==> src/rtl/imem_loader_pkg.sv <==
// Shared types for the boot-time instruction-memory loader.
package imem_loader_pkg;

    localparam int CNT_WIDTH = 16;

    typedef enum logic [2:0] {
        ST_HDR0,
        ST_HDR1,
        ST_DATA,
        ST_CSUM,
        ST_DONE,
        ST_ERR
    } state_t;

endpackage

==> src/rtl/imem_loader_if.sv <==
// Byte-stream (valid/ready) and instruction-memory write-port bundles.
interface byte_stream_if;
    logic       rx_valid;
    logic [7:0] rx_data;
    logic       rx_ready;

    modport master (output rx_valid, output rx_data, input rx_ready);
    modport slave  (input rx_valid, input rx_data, output rx_ready);
endinterface

interface imem_wr_if #(parameter int ADDR_WIDTH = 8);
    logic                  imem_we;
    logic [ADDR_WIDTH-1:0] imem_waddr;
    logic [31:0]           imem_wdata;

    modport master (output imem_we, output imem_waddr, output imem_wdata);
    modport slave  (input imem_we, input imem_waddr, input imem_wdata);
endinterface

==> src/rtl/imem_loader_word_packer.sv <==
// Little-endian byte-to-word packer; the full word is presented combinationally
// alongside the 4th byte so the caller can register it on the same edge.
module loader_word_packer (
    input  logic        clk,
    input  logic        rst,
    input  logic [1:0]  i_idx,
    input  logic [7:0]  i_byte,
    input  logic        i_acc,
    input  logic        i_clr,
    output logic [31:0] o_word,
    output logic        o_word_done
);

    logic [23:0] r_lo;

    always_ff @(posedge clk) begin
        if (rst || i_clr) begin
            r_lo <= '0;
        end else if (i_acc) begin
            case (i_idx)
                2'd0:    r_lo[7:0]   <= i_byte;
                2'd1:    r_lo[15:8]  <= i_byte;
                2'd2:    r_lo[23:16] <= i_byte;
                default: r_lo        <= r_lo;
            endcase
        end
    end

    // Lane 3 is never stored: it is only needed on the completing edge.
    assign o_word      = {i_byte, r_lo};
    assign o_word_done = i_acc && (i_idx == 2'd3);

endmodule

==> src/rtl/imem_loader.sv <==
// Loads a length-prefixed, XOR-checksummed image into imem; holds the core in reset until verified.
// Accepts one byte per cycle in HDR0..CSUM (ready from state only); write port and status are registered.
module imem_loader
    import imem_loader_pkg::*;
#(
    parameter int ADDR_WIDTH = 8
) (
    input  logic          clk,
    input  logic          rst,
    byte_stream_if.slave  rx,
    imem_wr_if.master     imem,
    output logic          core_rst,
    output logic          done,
    output logic          err
);

    localparam logic [CNT_WIDTH:0] MAX_WORDS = {{CNT_WIDTH{1'b0}}, 1'b1} << ADDR_WIDTH;

    state_t                r_state;
    state_t                w_next;
    logic                  w_rdy;
    logic                  w_acc;
    logic [CNT_WIDTH-1:0]  w_cnt;
    logic [CNT_WIDTH-1:0]  r_cnt;
    logic [CNT_WIDTH-1:0]  r_widx;
    logic [1:0]            r_bidx;
    logic [7:0]            r_xor;
    logic                  r_we;
    logic [ADDR_WIDTH-1:0] r_waddr;
    logic [31:0]           r_wdata;
    logic [31:0]           w_word;
    logic                  w_word_done;
    logic                  w_last_word;
    logic                  r_core_rst;
    logic                  r_done;
    logic                  r_err;

    assign w_rdy       = (r_state == ST_HDR0) || (r_state == ST_HDR1) ||
                         (r_state == ST_DATA) || (r_state == ST_CSUM);
    assign w_acc       = rx.rx_valid && w_rdy;
    assign w_cnt       = {rx.rx_data, r_cnt[7:0]};
    assign w_last_word = (r_widx == (r_cnt - 16'd1));

    loader_word_packer u_packer (
        .clk         (clk),
        .rst         (rst),
        .i_idx       (r_bidx),
        .i_byte      (rx.rx_data),
        .i_acc       (w_acc && (r_state == ST_DATA)),
        .i_clr       (r_state != ST_DATA),
        .o_word      (w_word),
        .o_word_done (w_word_done)
    );

    always_ff @(posedge clk) begin
        if (rst) r_state <= ST_HDR0;
        else     r_state <= w_next;
    end

    always_comb begin
        w_next = r_state;
        case (r_state)
            ST_HDR0: if (w_acc) w_next = ST_HDR1;
            ST_HDR1: begin
                if (w_acc) begin
                    if ({1'b0, w_cnt} > MAX_WORDS) w_next = ST_ERR;
                    else if (w_cnt == '0)          w_next = ST_CSUM;
                    else                           w_next = ST_DATA;
                end
            end
            ST_DATA: if (w_word_done && w_last_word) w_next = ST_CSUM;
            ST_CSUM: if (w_acc) w_next = (rx.rx_data == r_xor) ? ST_DONE : ST_ERR;
            default: w_next = r_state;
        endcase
    end

    always_ff @(posedge clk) begin
        if (rst) begin
            r_cnt      <= '0;
            r_widx     <= '0;
            r_bidx     <= '0;
            r_xor      <= '0;
            r_we       <= 1'b0;
            r_waddr    <= '0;
            r_wdata    <= '0;
            r_core_rst <= 1'b1;
            r_done     <= 1'b0;
            r_err      <= 1'b0;
        end else begin
            r_we <= 1'b0;
            if (w_acc) r_xor <= r_xor ^ rx.rx_data;
            case (r_state)
                ST_HDR0: if (w_acc) r_cnt[7:0] <= rx.rx_data;
                ST_HDR1: begin
                    if (w_acc) begin
                        r_cnt[15:8] <= rx.rx_data;
                        r_widx      <= '0;
                        r_bidx      <= '0;
                    end
                end
                ST_DATA: begin
                    if (w_acc) r_bidx <= r_bidx + 2'd1;
                    if (w_word_done) begin
                        r_we    <= 1'b1;
                        r_waddr <= r_widx[ADDR_WIDTH-1:0];
                        r_wdata <= w_word;
                        r_widx  <= r_widx + 16'd1;
                    end
                end
                default: ;
            endcase
            // Status follows the next state so it moves on the deciding edge.
            r_done     <= (w_next == ST_DONE);
            r_err      <= (w_next == ST_ERR);
            r_core_rst <= (w_next != ST_DONE);
        end
    end

    assign rx.rx_ready     = w_rdy;
    assign imem.imem_we    = r_we;
    assign imem.imem_waddr = r_waddr;
    assign imem.imem_wdata = r_wdata;
    assign core_rst        = r_core_rst;
    assign done            = r_done;
    assign err             = r_err;

endmodule

==> src/flat_wrapper.sv <==
// flat-port wrapper written by rule: the top's interface ports become plain ports
module imem_loader_flat import imem_loader_pkg::*;
#(
    parameter int ADDR_WIDTH = 8
)
  (clk, rst, core_rst, done, err, rx_rx_valid, rx_rx_data, rx_rx_ready, imem_imem_we, imem_imem_waddr, imem_imem_wdata);
  byte_stream_if rx_i ();
  imem_wr_if #(.ADDR_WIDTH(ADDR_WIDTH)) imem_i ();
  input  logic clk;
  input  logic rst;
  output logic core_rst;
  output logic done;
  output logic err;
  input wire logic [$bits(rx_i.rx_valid)-1:0] rx_rx_valid;
  input wire logic [$bits(rx_i.rx_data)-1:0] rx_rx_data;
  output wire logic [$bits(rx_i.rx_ready)-1:0] rx_rx_ready;
  output wire logic [$bits(imem_i.imem_we)-1:0] imem_imem_we;
  output wire logic [$bits(imem_i.imem_waddr)-1:0] imem_imem_waddr;
  output wire logic [$bits(imem_i.imem_wdata)-1:0] imem_imem_wdata;
  assign rx_i.rx_valid = rx_rx_valid;
  assign rx_i.rx_data = rx_rx_data;
  assign rx_rx_ready = rx_i.rx_ready;
  assign imem_imem_we = imem_i.imem_we;
  assign imem_imem_waddr = imem_i.imem_waddr;
  assign imem_imem_wdata = imem_i.imem_wdata;
  imem_loader #(.ADDR_WIDTH(ADDR_WIDTH)) u_core (.clk(clk), .rst(rst), .rx(rx_i), .imem(imem_i), .core_rst(core_rst), .done(done), .err(err));
endmodule
==> config.mk <==
export PLATFORM = sky130hd
export DESIGN_NAME = imem_loader_flat
export DESIGN_NICKNAME = d
export VERILOG_FILES = /design/src/rtl/imem_loader_pkg.sv /design/src/rtl/imem_loader_if.sv /design/src/rtl/imem_loader_word_packer.sv /design/src/rtl/imem_loader.sv /design/src/flat_wrapper.sv
export SDC_FILE = /design/constraint.sdc
export NUM_CORES = 1
export LEC_CHECK = 0
export BUFFER_PORTS_ARGS = -buffer_cell sky130_fd_sc_hd__buf_2
export CORE_ASPECT_RATIO = 1.25
export CORE_MARGIN = 10
export CORE_UTILIZATION = 40
export DETAILED_ROUTE_END_ITERATION = 8
export GPL_TIMING_DRIVEN = 0
export SLEW_MARGIN = 20
export SYNTH_ARGS = -nofsm -noshare
export SYNTH_HDL_FRONTEND = slang
export SYNTH_SLANG_ARGS = --single-unit
==> constraint.sdc <==
create_clock -name clk -period 2.15 [get_ports clk]
set_clock_uncertainty 0.1 [all_clocks]
set_input_delay 0.1075 -clock clk [delete_from_list [all_inputs] [get_ports clk]]
set_output_delay 0.1075 -clock clk [all_outputs]
set_load 0.05 [all_outputs]
Yosys cells after proc, flatten, opt, wreduce, memory -nomap -nowiden
Index checks and enable logic that the tools add are counted.

word-level totals
  register bits after elaboration = 113
  bits in latches = 0
  memory bits (writable) = 0
  memory bits (read-only) = 0
  logic and storage cells = 72
  memories kept = 0

cells by class
  add/subtract/negate cells = 3
  $mul = 0
  div/mod/pow operators = 0
  magnitude comparators = 1
  equality and inequality tests = 15
  shifts and indexed selects = 0
  muxes and demuxes = 15
  bitwise operators = 2
  reduce and logical (&&, ||, !) cells = 21

operators with widths
  cell                                                             number
  2-to-1 mux 16 bit                                                2
  one-hot mux 16 bit (2 select lines)                              1
  adder 16 x 1 -> 16 bit (second input constant)                   1
  equality test 16 bit                                             1
  greater-than comparator 16 x 9 -> 1 bit (second input constant)  1
  logical NOT 16 bit                                               1
  subtractor 16 x 1 -> 16 bit (second input constant)              1
  2-to-1 mux 3 bit                                                 5
  one-hot mux 3 bit (4 select lines)                               1
  AND reduction 2 bit                                              6
  equality test 8 bit                                              1
  XOR 8 bit                                                        1
  equality test 3 x 2 -> 1 bit (second input constant)             2
  equality test 3 bit (second input constant)                      2
  inequality test 2 x 1 -> 1 bit (second input constant)           3
  AND reduction 3 bit                                              2
  equality test 2 bit (second input constant)                      2
  logical AND 1 bit                                                4
  logical OR 1 bit                                                 4
  2-to-1 mux 2 bit                                                 2
  one-hot mux 2 bit (2 select lines)                               1
  equality test 3 x 1 -> 1 bit (second input constant)             1
  logical NOT 3 bit                                                1
  2-to-1 mux 1 bit                                                 3
  other kinds (8)                                                  8

Logic depth before layout (Yosys ltp)
  depth in word-level cells = 11
  gate-level depth with buffers = 10

Modules after synthesis
Synthesis repeated with hierarchy kept, for this count alone.

unflattened totals
  cells, all modules = 604
  area, all modules = 5126.2 um^2

by module, submodules not included
  module              times used  cells an instance  area an instance (um^2)  seq. area each (um^2)
  imem_loader         1           501                3967.6                   1781.7
  loader_word_packer  1           103                1158.6                   480.5

Worst setup path before layout
OpenSTA, ideal clock, no wires.

  kind = register to register
  start point = register u_core.r_cnt[0]
  end point = register u_core.r_state[0]
  arrival time = 1.931 ns
  data required time = 1.980 ns
  setup slack = 0.049 ns
  cell stages (with the launch flop) = 10
  path buffers = 2
  period minus slack after synthesis = 2.101 ns
  cell sequence = dfxtp_1 clkbuf_1 inv_1 ha_1 clkbuf_1 and4_2 o21ai_0 o311ai_1 a2111oi_2 o2bb2ai_1

on the way
  cells in the longest elaborated chain, start to end = 5
  elaborated cells on any way between the ends = 10

RTL lines
  element                                                                   line                                  RTL
  start: declaration                                                        imem_loader.sv:24                     logic [CNT_WIDTH-1:0] r_cnt;
  start signal: assignment                                                  imem_loader.sv:93                     ST_HDR0: if (w_acc) r_cnt[7:0] <= rx.rx_data;
  subtractor 16 x 1 -> 16 bit / logical NOT 16 bit (equally long branches)  imem_loader.sv:42, imem_loader.sv:67
  equality test 16 bit / 2-to-1 mux 1 bit (equally long branches)           imem_loader.sv:42, imem_loader.sv:67
  logical AND 1 bit / 2-to-1 mux 3 bit (equally long branches)              imem_loader.sv:71, imem_loader.sv:66
  2-to-1 mux 3 bit, on equally long branches                                imem_loader.sv:71, imem_loader.sv:65
  one-hot mux 3 bit (4 select lines) (*)                                    imem_loader.sv:62                     case (r_state)
  end signal: assignment                                                    imem_loader.sv:57                     else r_state <= w_next;
  end: declaration                                                          imem_loader.sv:19                     state_t r_state;

Every way passes the cells marked *; elsewhere a longest branch is shown, timed or not.
A chain may end at the register's enable or synchronous reset.

Worst setup path in the final report
  start point = register u_core.r_state[2]
  end point = register u_core.r_state[0]

on the way
  cells in the longest elaborated chain, start to end = 10
  elaborated cells on any way between the ends = 16

RTL lines
  element                                                                   line                                  RTL
  equality test 3 x 1 -> 1 bit / logical NOT 3 bit (equally long branches)  imem_loader.sv:38, imem_loader.sv:62
  logical OR 1 bit (2 in series)                                            imem_loader.sv:38                     assign w_rdy = (r_state == ST_HDR0) || (r_state == ST_HDR1) ||
  logical OR 1 bit                                                          imem_loader.sv:39                     (r_state == ST_DATA) || (r_state == ST_CSUM);
  logical AND 1 bit                                                         imem_loader.sv:40                     assign w_acc = rx.rx_valid && w_rdy;
  logical AND 1 bit                                                         imem_loader.sv:49                     .i_acc (w_acc && (r_state == ST_DATA)),
  logical AND 1 bit                                                         imem_loader_word_packer.sv:31         assign o_word_done = i_acc && (i_idx == 2'd3);
  logical AND 1 bit                                                         imem_loader.sv:71                     ST_DATA: if (w_word_done && w_last_word) w_next = ST_CSUM;
  2-to-1 mux 3 bit                                                          imem_loader.sv:71
  one-hot mux 3 bit (4 select lines) (*)                                    imem_loader.sv:62

Marked as above.

==> results.py <==
metrics = {
    "place": {
        "pre_cts_ws_ns": -0.3304,
        "post_dp_cell_area_mm2": 0.005378,
        "gpl.final_weighted_congestion": 0.8839,
        "hpwlAfterDp_um": 9401,
        "buffer_ports.inserted": 47,
    },
    "logic_synthesis": {
        "yosysWarningCount": 0,
        "yosysTopAreaCell": "dfxtp_1",
        "syn_area_per_cell_um2": 7.862,
        "ys_seq_area_frac": 0.4582,
        "ff_latch_count_synth": 113,
        "synth_ff_type": "dfxtp_1",
        "async_reset_ff_frac": 0,
        "ys_top_cells_by_area": "dfxtp_1, nand2_1, a21oi_1, xnor2_1, xor2_1",
        "netlist.area_leader.share": 0.4582,
        "netlist-cell-type-count": 50,
        "postSynthCellCount": 628,
        "post_synth_edffs": 0,
        "syn_nets": 645,
        "post_synthesis_instance_area_mm2": 0.004937,
    },
    "detailed_routing": {
        "detailedRoute.firstIterationViolations": 277,
        "detailedRoute.firstPassIterationCount": 5,
        "routed_via_count": 4502,
        "routed_wl_um": 13360,
        "drt_drc_violations_left": 0,
        "post_drt_via_cell_ratio": 5.145,
        "wl_per_cell_um": 15.27,
        "ant_nets": 0,
    },
    "cts": {
        "maximum_root_to_sink_buffer_count": 2,
        "clkSinkCount": 113,
        "cts.reportedPaths.clkPinSlew_ns": 0.06,
        "worst_skew_pair.late_latency_ns": 0.42,
        "ctsHtreeMaxLevel": 4,
        "clock_tree_from_tritoncts": "done",
        "clock-root-buffer": "clkbuf_16",
        "cts_buffers": 17,
    },
    "sta": {
        "setup_viol": 0,
        "setup_slack_ns": 0.02018,
        "final.setup.tns_ns": 0,
        "rsz0062_at_grt": "yes",
        "worst-slew-pin-transition_ns": 0.7850,
        "final_period_minus_worst_setup_slack_ns": 2.130,
        "final_number_of_hold_violating_endpoints": 0,
        "final_min_period_over_clock_period": 0.9906,
        "final-max-slew-violation-count": 0,
        "timing.max_slew.rel_slack": 0.4727,
        "clock.fmax_mhz": 469.5,
    },
    "layout": {
        "antenna_cells_inserted": 0,
        "finalInstanceArea_mm2": 0.006167,
        "mostFrequentLayoutCell": "nand2_1",
        "nets": 716,
        "mostFrequentLayoutCells": "nand2_1, dfxtp_1, a21oi_1",
        "layout-drive-gt1-share": 0.1617,
        "fin_util": 0.5095,
        "area_growth_pct": 24.91,
    },
    "worst_setup_path": {
        "startpoint_type": "register",
        "slowest_delay_ns": 0.38,
        "critPathSlowestCell": "dfxtp_1",
        "arrival_ns": 2.38,
        "reg2reg_from": "u_core.r_state[2]",
        "critical_path.n_buffers_inverters": 1,
        "worst_ep_required_time_ns": 2.40,
        "cp-end-kind": "register",
        "timing.critical_path.cells": "and4bb_2, buf_4, nand2_2, nor4_4, nand3_1, a2111oi_2, o2bb2ai_1",
        "criticalPathCategory": "reg2reg",
        "path_delay_family": "simple AND/OR/NAND/NOR gates",
        "worst_setup_path_startpoint": "u_core.r_state[2]",
        "worstPathMaxFanout": 10,
    },
    "floorplanning": {
        "die_area_mm2": 0.01721,
        "floorplan.initialDensity": 0.4079,
        "die_height_um": 144.2,
        "core_region_area_mm2": 0.01211,
        "ioPinCount": 56,
        "dieWidth_um": 119.4,
        "num_rows": 45,
    },
    "pwr": {
        "leakagePower_uw": 0.002248,
        "p_per_area_mw_per_mm2": 907.4,
        "worst_ir_drop_vdd_mv": 0.5058,
    },
    "global_routing": {
        "first_pass_grt_wire_length_um": 21320,
        "grt_antenna_before_repair": 0,
        "globalRoute.totalOverflow": 0,
        "grt_pass1_vias": 4361,
        "groute.usage.overall": 0.1544,
        "grt_max_degree": 17,
    },
    "min_path": {
        "hp-start": "rx_rx_valid",
        "type_of_the_worst_min_delay_path": "in2reg",
    },
    "status": {
        "status": "completed",
    },
    "flow_run": {
        "maxCapViolations": 0,
    },
}
[tightest hold or removal path: cells and delay by family]
kind,cells,cell delay [ns]
AO/OA/AOI/OAI,2,0.22
buffers and inverters,1,0.13
[synth_stat cells, types with 2 or more instances]
master / count
nand2_1: 161
dfxtp_1: 113
a21oi_1: 88
clkbuf_1: 43
nor2_1: 40
nand3_1: 35
xnor2_1: 28
xor2_1: 22
nor3_1: 9
inv_1: 8
ha_1: 6
nand4_1: 6
o21ai_0: 6
and3_1: 5
nand2b_1: 5
a31oi_1: 4
nor4_1: 4
or3_1: 4
a211oi_1: 3
buf_1: 3
a2111oi_2: 2
a22oi_1: 2
buf_2: 2
nand3b_1: 2
or2_2: 2
[cells by family (layout without fill, tap and decap cells)]
kind of cell / Yosys count / after routing / synth area share
muxes: 2 / 2 / 0.004308
adders and majority gates: 6 / 6 / 0.01520
AOI/OAI and AO/OA: 119 / 119 / 0.1391
xor gates and xnor gates: 50 / 50 / 0.08870
and+or+nand+nor: 281 / 281 / 0.2499
DFF: 113 / 113 / 0.4582
buffers and inverters: 57 / 140 / 0.04460
[power breakdown]
group          internal [µW]  leakage, µW  total (µW)  switching, µW
Sequential              2130     0.000916        2180           45.9
Clock                   2020     0.000306        2980            956
Combinational            168      0.00103         442            273
Total                   4320      0.00225        5600           1280
[cell type report]
class / count / area [µm²]
tap: 164 / 205.2
inverter: 8 / 30.03
timing repair buffer: 57 / 310.3
fill: 1209 / 5938
multi-input combinational: 458 / 2537
clock buffer: 22 / 474.2
buffer: 44 / 180.2
sequential: 113 / 2275
clock inverter: 9 / 155.1
[sequential cells by signal (all words and copies together), names as in the netlist]
| register | cells |
|---|---|
| u_core.imem.imem_wdata | 32 |
| u_core.imem.imem_we | 1 |
| u_core.r_widx | 16 |
| u_core.err | 1 |
| u_core.r_cnt | 16 |
| u_core.core_rst | 1 |
| u_core.u_packer.r_lo | 24 |
| u_core.imem.imem_waddr | 8 |
| u_core.r_bidx | 2 |
| u_core.r_state | 3 |
| u_core.r_xor | 8 |
| u_core.done | 1 |
[path summary, 6_finish.rpt]
check | endpoint | slack [ns] | depth (start not counted)
hold / removal | u_core.r_state[2] | 0.03 | 3
setup reg to reg | u_core.r_state[0] | 0.02 | 7
hold reg to reg | u_core.imem.imem_wdata[2] | 0.35 | 2
setup / recovery | u_core.r_state[0] | 0.02 | 7
[per-layer routing]
metal	share of wire	wire length, µm	vias to the layer above	GRT usage
li1	-	-	2240	-
met3	0.047	634	18	0.03900
met4	0.017	229	0	0.06489
met1	0.42	5604	2125	0.1714
met5	0	0	-	0
met2	0.52	6895	119	0.2750
[through the flow]
| stage | power, µW | cells | hold WS, ns |
|---|---|---|---|
| after detailed placement | 2624 | 839 | 0.3435 |
| after floorplan | 2521 | 628 | 0.2239 |
| after global routing | 5786 | 875 | 0.03153 |
| final | 5596 | 875 | 0.02710 |
| after global placement | 2613 | 839 | 0.3402 |
| after CTS | 5613 | 872 | 0.009113 |
[repair_timing]
action | 4_1_cts | 5_1_grt
hold buffers | 0 | 0
hold endpoints to repair | 0 | 0
gates cloned | 0 | 0
pin swaps | 4 | 9
setup buffers | 4 | 6
setup endpoints to repair | 13 | 13
gates resized for setup | 14 | 13
Note: power is estimated with default switching activity, not from simulation.
